--- config.mk ---
export PLATFORM = sky130hd
export DESIGN_NAME = edge_event_logger
export DESIGN_NICKNAME = d
export VERILOG_FILES = /design/src/rtl/edge_event_logger.sv
export SDC_FILE = /design/constraint.sdc
export NUM_CORES = 1
export LEC_CHECK = 0
export CELL_PAD_IN_SITES_DETAIL_PLACEMENT = 0
export CELL_PAD_IN_SITES_GLOBAL_PLACEMENT = 1
export CORE_MARGIN = 3
export CORE_UTILIZATION = 40
export CTS_CLUSTER_SIZE = 12
export DETAILED_ROUTE_END_ITERATION = 16
export DONT_BUFFER_PORTS = 1
export PLACE_DENSITY = 0.73
export REMOVE_ABC_BUFFERS = 1
export SETUP_SLACK_MARGIN = 0.05
export SYNTH_ARGS = -nofsm -noshare
export SYNTH_HDL_FRONTEND = slang
export SYNTH_SLANG_ARGS = --single-unit
--- constraint.sdc ---
create_clock -name clk -period 2.58 [get_ports clk]
set_clock_uncertainty 0.05 [all_clocks]
set_input_delay 0.516 -clock clk [delete_from_list [all_inputs] [get_ports clk]]
set_output_delay 0.516 -clock clk [all_outputs]
set_load 0.02 [all_outputs]
--- src/rtl/edge_event_logger.sv ---
`default_nettype none
// ============================================================================
// Module   : edge_event_logger
// Brief    : Sampled rise/fall detector that timestamps edges into a FIFO.
// Revision : 1.0
// ============================================================================
module edge_event_logger #(
    parameter int TS_WIDTH = 16,
    parameter int DEPTH    = 8
) (
    input  logic                       clk,
    input  logic                       rst_n,
    input  logic                       a_in,
    input  logic                       enable,
    input  logic [1:0]                 edge_sel,
    input  logic                       clear,
    output logic                       ev_valid,
    input  logic                       ev_ready,
    output logic                       ev_fell,
    output logic [TS_WIDTH-1:0]        ev_time,
    output logic [$clog2(DEPTH):0]     fill,
    output logic                       overflow,
    output logic [7:0]                 drop_count
);

    localparam int ADDR_W = $clog2(DEPTH);

    logic                a_past_q;
    logic [TS_WIDTH-1:0] ts_q, ts_d;
    logic [ADDR_W-1:0]   wr_ptr_q, wr_ptr_d;
    logic [ADDR_W-1:0]   rd_ptr_q, rd_ptr_d;
    logic [ADDR_W:0]     fill_q, fill_d;
    logic                overflow_q, overflow_d;
    logic [7:0]          drop_q, drop_d;
    logic [TS_WIDTH:0]   mem_q [DEPTH];

    logic is_rise, is_fall, push_req, pop_req, is_full, do_push, do_pop, do_drop;

    assign is_rise  = ~a_past_q & a_in;
    assign is_fall  = a_past_q & ~a_in;
    assign push_req = ~clear & enable & ((is_rise & edge_sel[1]) | (is_fall & edge_sel[0]));
    assign pop_req  = ~clear & ev_ready & (fill_q != '0);
    assign is_full  = (fill_q == DEPTH[ADDR_W:0]);
    // A pop in the same cycle frees the slot, so a full FIFO still accepts the push.
    assign do_push  = push_req & (~is_full | pop_req);
    assign do_pop   = pop_req;
    assign do_drop  = push_req & is_full & ~pop_req;

    always_comb begin
        ts_d       = ts_q;
        wr_ptr_d   = wr_ptr_q;
        rd_ptr_d   = rd_ptr_q;
        fill_d     = fill_q;
        overflow_d = overflow_q;
        drop_d     = drop_q;
        if (clear) begin
            ts_d       = '0;
            wr_ptr_d   = '0;
            rd_ptr_d   = '0;
            fill_d     = '0;
            overflow_d = 1'b0;
            drop_d     = '0;
        end else begin
            if (enable) begin
                ts_d = ts_q + 1'b1;
            end
            if (do_push) begin
                wr_ptr_d = wr_ptr_q + 1'b1;
            end
            if (do_pop) begin
                rd_ptr_d = rd_ptr_q + 1'b1;
            end
            case ({do_push, do_pop})
                2'b10:   fill_d = fill_q + 1'b1;
                2'b01:   fill_d = fill_q - 1'b1;
                default: fill_d = fill_q;
            endcase
            if (do_drop) begin
                overflow_d = 1'b1;
                if (drop_q != 8'hFF) begin
                    drop_d = drop_q + 1'b1;
                end
            end
        end
    end

    always_ff @(posedge clk or negedge rst_n) begin
        if (!rst_n) begin
            a_past_q   <= 1'b0;
            ts_q       <= '0;
            wr_ptr_q   <= '0;
            rd_ptr_q   <= '0;
            fill_q     <= '0;
            overflow_q <= 1'b0;
            drop_q     <= '0;
            for (int i = 0; i < DEPTH; i++) begin
                mem_q[i] <= '0;
            end
        end else begin
            a_past_q   <= a_in;
            ts_q       <= ts_d;
            wr_ptr_q   <= wr_ptr_d;
            rd_ptr_q   <= rd_ptr_d;
            fill_q     <= fill_d;
            overflow_q <= overflow_d;
            drop_q     <= drop_d;
            if (do_push) begin
                mem_q[wr_ptr_q] <= {is_fall, ts_q};
            end
        end
    end

    assign ev_valid   = (fill_q != '0);
    assign ev_fell    = mem_q[rd_ptr_q][TS_WIDTH];
    assign ev_time    = mem_q[rd_ptr_q][TS_WIDTH-1:0];
    assign fill       = fill_q;
    assign overflow   = overflow_q;
    assign drop_count = drop_q;

endmodule
`default_nettype wire

==> results of run 1 <==
[sequential cells by signal, summed over array words and instances, names as in the netlist]
register / flops
rd_ptr_q: 3
wr_ptr_q: 3
fill: 4
ts_q: 16
overflow: 1
drop_count: 8
a_past_q: 1
mem_q: 136
[what timing repair did]
item                                   4_1_cts  5_1_grt
gates cloned                                 0        1
gates resized for setup                      0       23
setup buffers                                1        6
endpoints found under the hold margin      172      172
setup endpoints to repair                   17       18
[worst max-delay path, cell delays in order (launching register included)]
cell and delay (ns):
dfrtp_2 0.41, buf_6 0.14, buf_12 0.15, mux4_2 0.52, mux2_4 0.33
[routing by layer]
metal,global-route usage,up-vias,share of wire
met3,0.0425,7,0.040
met5,0,-,0
met2,0.269,64,0.51
met1,0.207,2449,0.44
met4,0.0462,0,0.0073
li1,-,2068,-
[how the worst max path moves through the flow]
stage,start,endpoint,slack [ns],cells past startpoint
floorplan,rd_ptr_q[0],ev_fell,-0.45,2
global placement,a_in,fill[3],0.14,8
detailed placement,a_in,fill[3],0.07,8
CTS,rd_ptr_q[0],ev_time[1],0.02,3
global route,rd_ptr_q[0],ev_time[0],-0.02,4
finish,rd_ptr_q[0],ev_time[1],0.04,4
[kinds of logic (layout without fill, tap and decap cells)]
kind of cell,Yosys count,in the layout,synth area share
AOI/OAI and AO/OA,18,18,0.0162
DFF,172,172,0.524
buffers and inverters,53,67,0.0314
muxes,192,192,0.309
xor gates and xnor gates,28,28,0.0299
and+or+nand+nor,102,102,0.0796
adders and majority gates,6,6,0.00915
[cell usage after synthesis (all sizes together), types with 5 or more instances]
master	instances	area, um^2
nand2	17	71.3
xor2	16	140
mux4	34	766
mux2	154	1730
nor2	33	124
dfrtp	172	4300
nor3	7	46.3
nand3	10	75.1
clkbuf	25	93.8
nor4	8	65.1
nand4	7	58.8
buf	23	145
xnor2	12	105
ha	6	75.1
inv	5	18.8
[layout by cell type (no fill, tap or decap), drive strengths merged, types with 4 or more instances in the layout]
master,count
inv,7
nand4,7
nor4,8
dfrtp,172
xor2,16
nand2,17
xnor2,12
nand3,10
buf,30
mux2,154
o21ai,4
clkbuf,24
mux2i,4
mux4,34
nor3,7
ha,6
nor2,33
and2,4
[final cells by class]
type	instances	area (um^2)
clock buffers	23	478
clock inverters	8	109
fillers	1711	10400
inverters	5	18.8
multi-input cells	346	3720
flip-flops and latches	172	4310
well taps	265	332
repair buffers	31	367
[power breakdown]
part	internal, mW	switching [mW]	total, mW
logic	0.149	0.135	0.284
clock network	1.51	1.03	2.53
registers	2.72	0.0283	2.75
total	4.37	1.19	5.57
[per-stage QoR]
stage          area, um^2  hold WS (ns)  setup WS (ns)  utilization  power [mW]
3_3_place_gp         8560         0.176          0.143        0.433        3.03
4_1_cts              9160        -0.288         0.0158        0.463        5.59
5_1_grt              9330        -0.292        -0.0221        0.472        5.78
6_report             9330        -0.263         0.0441        0.472        5.57
3_5_place_dp         8560         0.175         0.0719        0.433        3.04
2_1_floorplan        7970         0.170         -0.446            -        2.97
==> impl_metrics.env, run 1 <==
export IMPL_fin_nets=587
export IMPL_cts_buffers=17
export IMPL_ys_types=48
export IMPL_rsz0062_at_grt="true"
export IMPL_critPathKind="register to primary output"
export IMPL_grt_first_pass_wirelength_um=27800
export IMPL_start_util=0.415
export IMPL_worst_pin_slew_ns=0.707
export IMPL_io_pins=39
export IMPL_period_share=0.983
export IMPL_cp_start_kind="register"
export IMPL_ys_ff_latch=172
export IMPL_dieArea_mm2=0.0223
export IMPL_synth_yosys_seq_area_share=0.524
export IMPL_netlist_area_mm2=0.00821
export IMPL_critPathMaxFanout=9
export IMPL_cts_root_buf="clkbuf_16"
export IMPL_clk_pin_slew_ns=0.06
export IMPL_async_reset_ff_frac=1.00
export IMPL_slew_headroom=0.529
export IMPL_core_area_mm2=0.0198
export IMPL_die_h_um=149
export IMPL_synth_flop_cell="dfrtp_1"
export IMPL_setup_viol=0
export IMPL_grt_max_degree=173
export IMPL_antenna_found_initial=0
export IMPL_drtIter0Drc=285
export IMPL_cts_tree="yes"
export IMPL_grt_overflow_total=0
export IMPL_synth_edf_count=0
export IMPL_htree_levels=4
export IMPL_die_w_um=149
export IMPL_dr_pass1_iters=4
export IMPL_place_gp_congestion=0.793
export IMPL_whs_ns=-0.263
export IMPL_fmax_mhz=394
export IMPL_port_buffer_count=0
export IMPL_power_density_mw_per_mm2=596
export IMPL_worstReg2RegEnd="fill[3]"
export IMPL_dp_hpwl_um=10400
export IMPL_syn_inst=571
export IMPL_failed_checks="hold timing"
export IMPL_stdcell_count=850
export IMPL_rows=51
export IMPL_grt_use_total=0.161
export IMPL_n_antenna_cell=0
export IMPL_syn2layout_area_growth_pct=13.7
export IMPL_wire_per_inst_um=19.6
export IMPL_drc=0
export IMPL_cp_required_ns=2.01
export IMPL_routed_wl_um=16600
export IMPL_cp_end_kind="primary output"
export IMPL_dr_total_vias=4588
export IMPL_drive_above_1_share=0.448
export IMPL_slew_viol_final=0
export IMPL_clockBufferDepth=2
export IMPL_r2r_start="a_past_q"
export IMPL_peakVddDrop_mv=0.434
export IMPL_vias_per_cell=5.40
export IMPL_reg2reg_slack_ns=0.20
export IMPL_place_inst=811
export IMPL_grt_pass1_vias=5214
export IMPL_ys_warn_count=0
export IMPL_power_leakage_nw=4.37
export IMPL_fin_crit_ns=2.54
export IMPL_drv_cap=0
export IMPL_worst_ep_arrival_time_ns=1.97
export IMPL_synth_area_per_cell_um2=14.4
export IMPL_numClockSinks=172
export IMPL_clk_insertion_delay_late_ns=0.42
export IMPL_status="finished, violations left"
export IMPL_reg2reg_depth=8
export IMPL_antenna_violating_nets_post_route=0
export IMPL_hold_class="input pin to async pin"
export IMPL_hold_viol=172
export IMPL_finalSetupTns_ns=0
Note: power is estimated with default switching activity, not from simulation.
==> run 2: changes to the inputs <==
--- a/config.mk
+++ b/config.mk
@@ -12,6 +12,7 @@
 export CTS_CLUSTER_SIZE = 12
 export DETAILED_ROUTE_END_ITERATION = 16
 export DONT_BUFFER_PORTS = 1
+export HOLD_SLACK_MARGIN = 0.15
 export PLACE_DENSITY = 0.73
 export REMOVE_ABC_BUFFERS = 1
 export SETUP_SLACK_MARGIN = 0.05
==> run 2 against run 1 <==
The run still ends with hold timing left. Die area stayed put. Total power increased by 0.28%. Sequential share of layout area decreased by 0.15 points. Global-route usage grew 0.11 points. Register-to-register slack about the same. Non-clock buffer count increased by 2.
==> impl_metrics.env, run 2 (synthesis results as in run 1) <==
export IMPL_cts_buffers=17
export IMPL_dr_total_vias=4636
export IMPL_period_share=0.982
export IMPL_io_pins=39
export IMPL_start_util=0.415
export IMPL_stdcell_area_mm2=0.00936
export IMPL_finalSetupTns_ns=0
export IMPL_vias_per_cell=5.44
export IMPL_hold_viol=172
export IMPL_rsz0062_at_grt="true"
export IMPL_htree_levels=4
export IMPL_r2r_start="a_past_q"
export IMPL_power_leakage_nw=4.39
export IMPL_fin_nets=589
export IMPL_top_register="mem_q"
export IMPL_largest_reg_flops=136
export IMPL_critPathKind="register to primary output"
export IMPL_grt_pass1_vias=5266
export IMPL_drv_cap=0
export IMPL_whs_ns=-0.263
export IMPL_dr_pass1_iters=5
export IMPL_hold_class="input pin to async pin"
export IMPL_post_dp_cell_area_mm2=0.00856
export IMPL_fillerInstances=1709
export IMPL_clk_pin_slew_ns=0.06
export IMPL_port_buffer_count=0
export IMPL_slew_viol_final=0
export IMPL_fmax_mhz=395
export IMPL_n_antenna_cell=0
export IMPL_cts_tree="yes"
export IMPL_crit_path_start="rd_ptr_q[0]"
export IMPL_crit_path_end="ev_time[0]"
export IMPL_reg2reg_slack_ns=0.19
export IMPL_layout_common_cells="171 x dfrtp_1, 134 x mux2_2, 34 x mux4_2"
export IMPL_status="finished, violations left"
export IMPL_cp_num_cells=4
export IMPL_place_gp_congestion=0.793
export IMPL_final_common_cell="dfrtp_1"
export IMPL_critPathMaxFanout=9
export IMPL_syn2layout_area_growth_pct=14.1
export IMPL_slowest_stage="mux4_2"
export IMPL_crit_path_max_incr_delay_ns=0.52
export IMPL_crit_buf_inv=2
export IMPL_fin_crit_ns=2.53
export IMPL_cp_end_kind="primary output"
export IMPL_routed_wl_um=16700
export IMPL_path_delay_family="multiplexers"
export IMPL_core_area_mm2=0.0198
export IMPL_clockBufferDepth=2
export IMPL_worstReg2RegEnd="fill[3]"
export IMPL_antenna_found_initial=0
export IMPL_reg2reg_depth=8
export IMPL_setup_viol=0
export IMPL_antenna_violating_nets_post_route=0
export IMPL_cp_cell_sequence="buf_6 -> buf_12 -> mux4_2 -> mux2_4"
export IMPL_p_total_mw=5.58
export IMPL_ctsHoldBuffers=2
export IMPL_rows=51
export IMPL_cp_start_kind="register"
export IMPL_failed_checks="hold timing"
export IMPL_clk_insertion_delay_late_ns=0.42
export IMPL_numClockSinks=172
export IMPL_grt_use_total=0.162
export IMPL_drtIter0Drc=242
export IMPL_dieArea_mm2=0.0223
export IMPL_die_w_um=149
export IMPL_power_density_mw_per_mm2=596
export IMPL_postLayoutCoreUtil=0.473
export IMPL_peakVddDrop_mv=0.433
export IMPL_grt_max_degree=173
export IMPL_slew_headroom=0.530
export IMPL_grt_first_pass_wirelength_um=28000
export IMPL_drc=0
export IMPL_drive_above_1_share=0.448
export IMPL_cp_required_ns=2.01
export IMPL_grt_overflow_total=0
export IMPL_die_h_um=149
export IMPL_worst_ep_arrival_time_ns=1.97
export IMPL_dp_hpwl_um=10400
export IMPL_wire_per_inst_um=19.6
export IMPL_worst_pin_slew_ns=0.706
export IMPL_cts_root_buf="clkbuf_16"
## run 2: routing by layer
metal  GRT usage  part of all wire  vias up
li1            -                 -     2077
met1       0.208              0.44     2462
met2       0.272              0.51       85
met3      0.0428             0.048       12
met4      0.0471            0.0082        0
met5           0                 0        -
## run 2: worst register-to-register path, delay by kind of cell, from the launching register on
kind	cells	cell delay [ns]
flip-flops	1	0.42
AND/OR/NAND/NOR	3	0.48
AO/OA/AOI/OAI	4	1.03
adder cells (fa/ha/maj)	1	0.32
## run 2: where the power goes
group | switching (mW) | leakage (nW) | total (mW) | internal, mW
logic | 0.145 | 1.71 | 0.297 | 0.153
clock network | 1.03 | 0.276 | 2.54 | 1.51
registers | 0.0284 | 2.40 | 2.75 | 2.72
## run 2: how the worst min path moves through the flow
stage,cells after the start,slack (ns),startpoint,end
6_report,0,-0.26,rst_n,mem_q[49]
5_1_grt,0,-0.29,rst_n,mem_q[5]
4_1_cts,0,-0.29,rst_n,mem_q[124]
3_5_place_dp,0,0.18,rst_n,mem_q[49]
3_3_place_gp,0,0.18,rst_n,mem_q[49]
2_1_floorplan,0,0.17,rst_n,a_past_q
## run 2: final cells by class
class                      instances  area, um^2  share of cell area
clock buffer                      23         478              0.0510
clock inverter                     8         109              0.0116
inverter                           5        18.8             0.00200
multi-input combinational        346        3720               0.398
sequential                       172        4310               0.460
tap                              265         332              0.0354
timing repair buffer              33         397              0.0424
## run 2: timing repair
item / CTS / global route
hold endpoints to repair: 206 / 172
buffers inserted: 1 / 6
gates resized for setup: 0 / 23
setup endpoints to repair: 17 / 18
cloned: 0 / 1
## run 2: stage by stage
step           hold slack (ns)  instances  worst slack (ns)
2_1_floorplan            0.170        523            -0.446
3_3_place_gp             0.176        811             0.143
3_5_place_dp             0.175        811            0.0719
4_1_cts                 -0.288        845            0.0158
5_1_grt                 -0.292        852           -0.0221
6_report                -0.263        852            0.0463
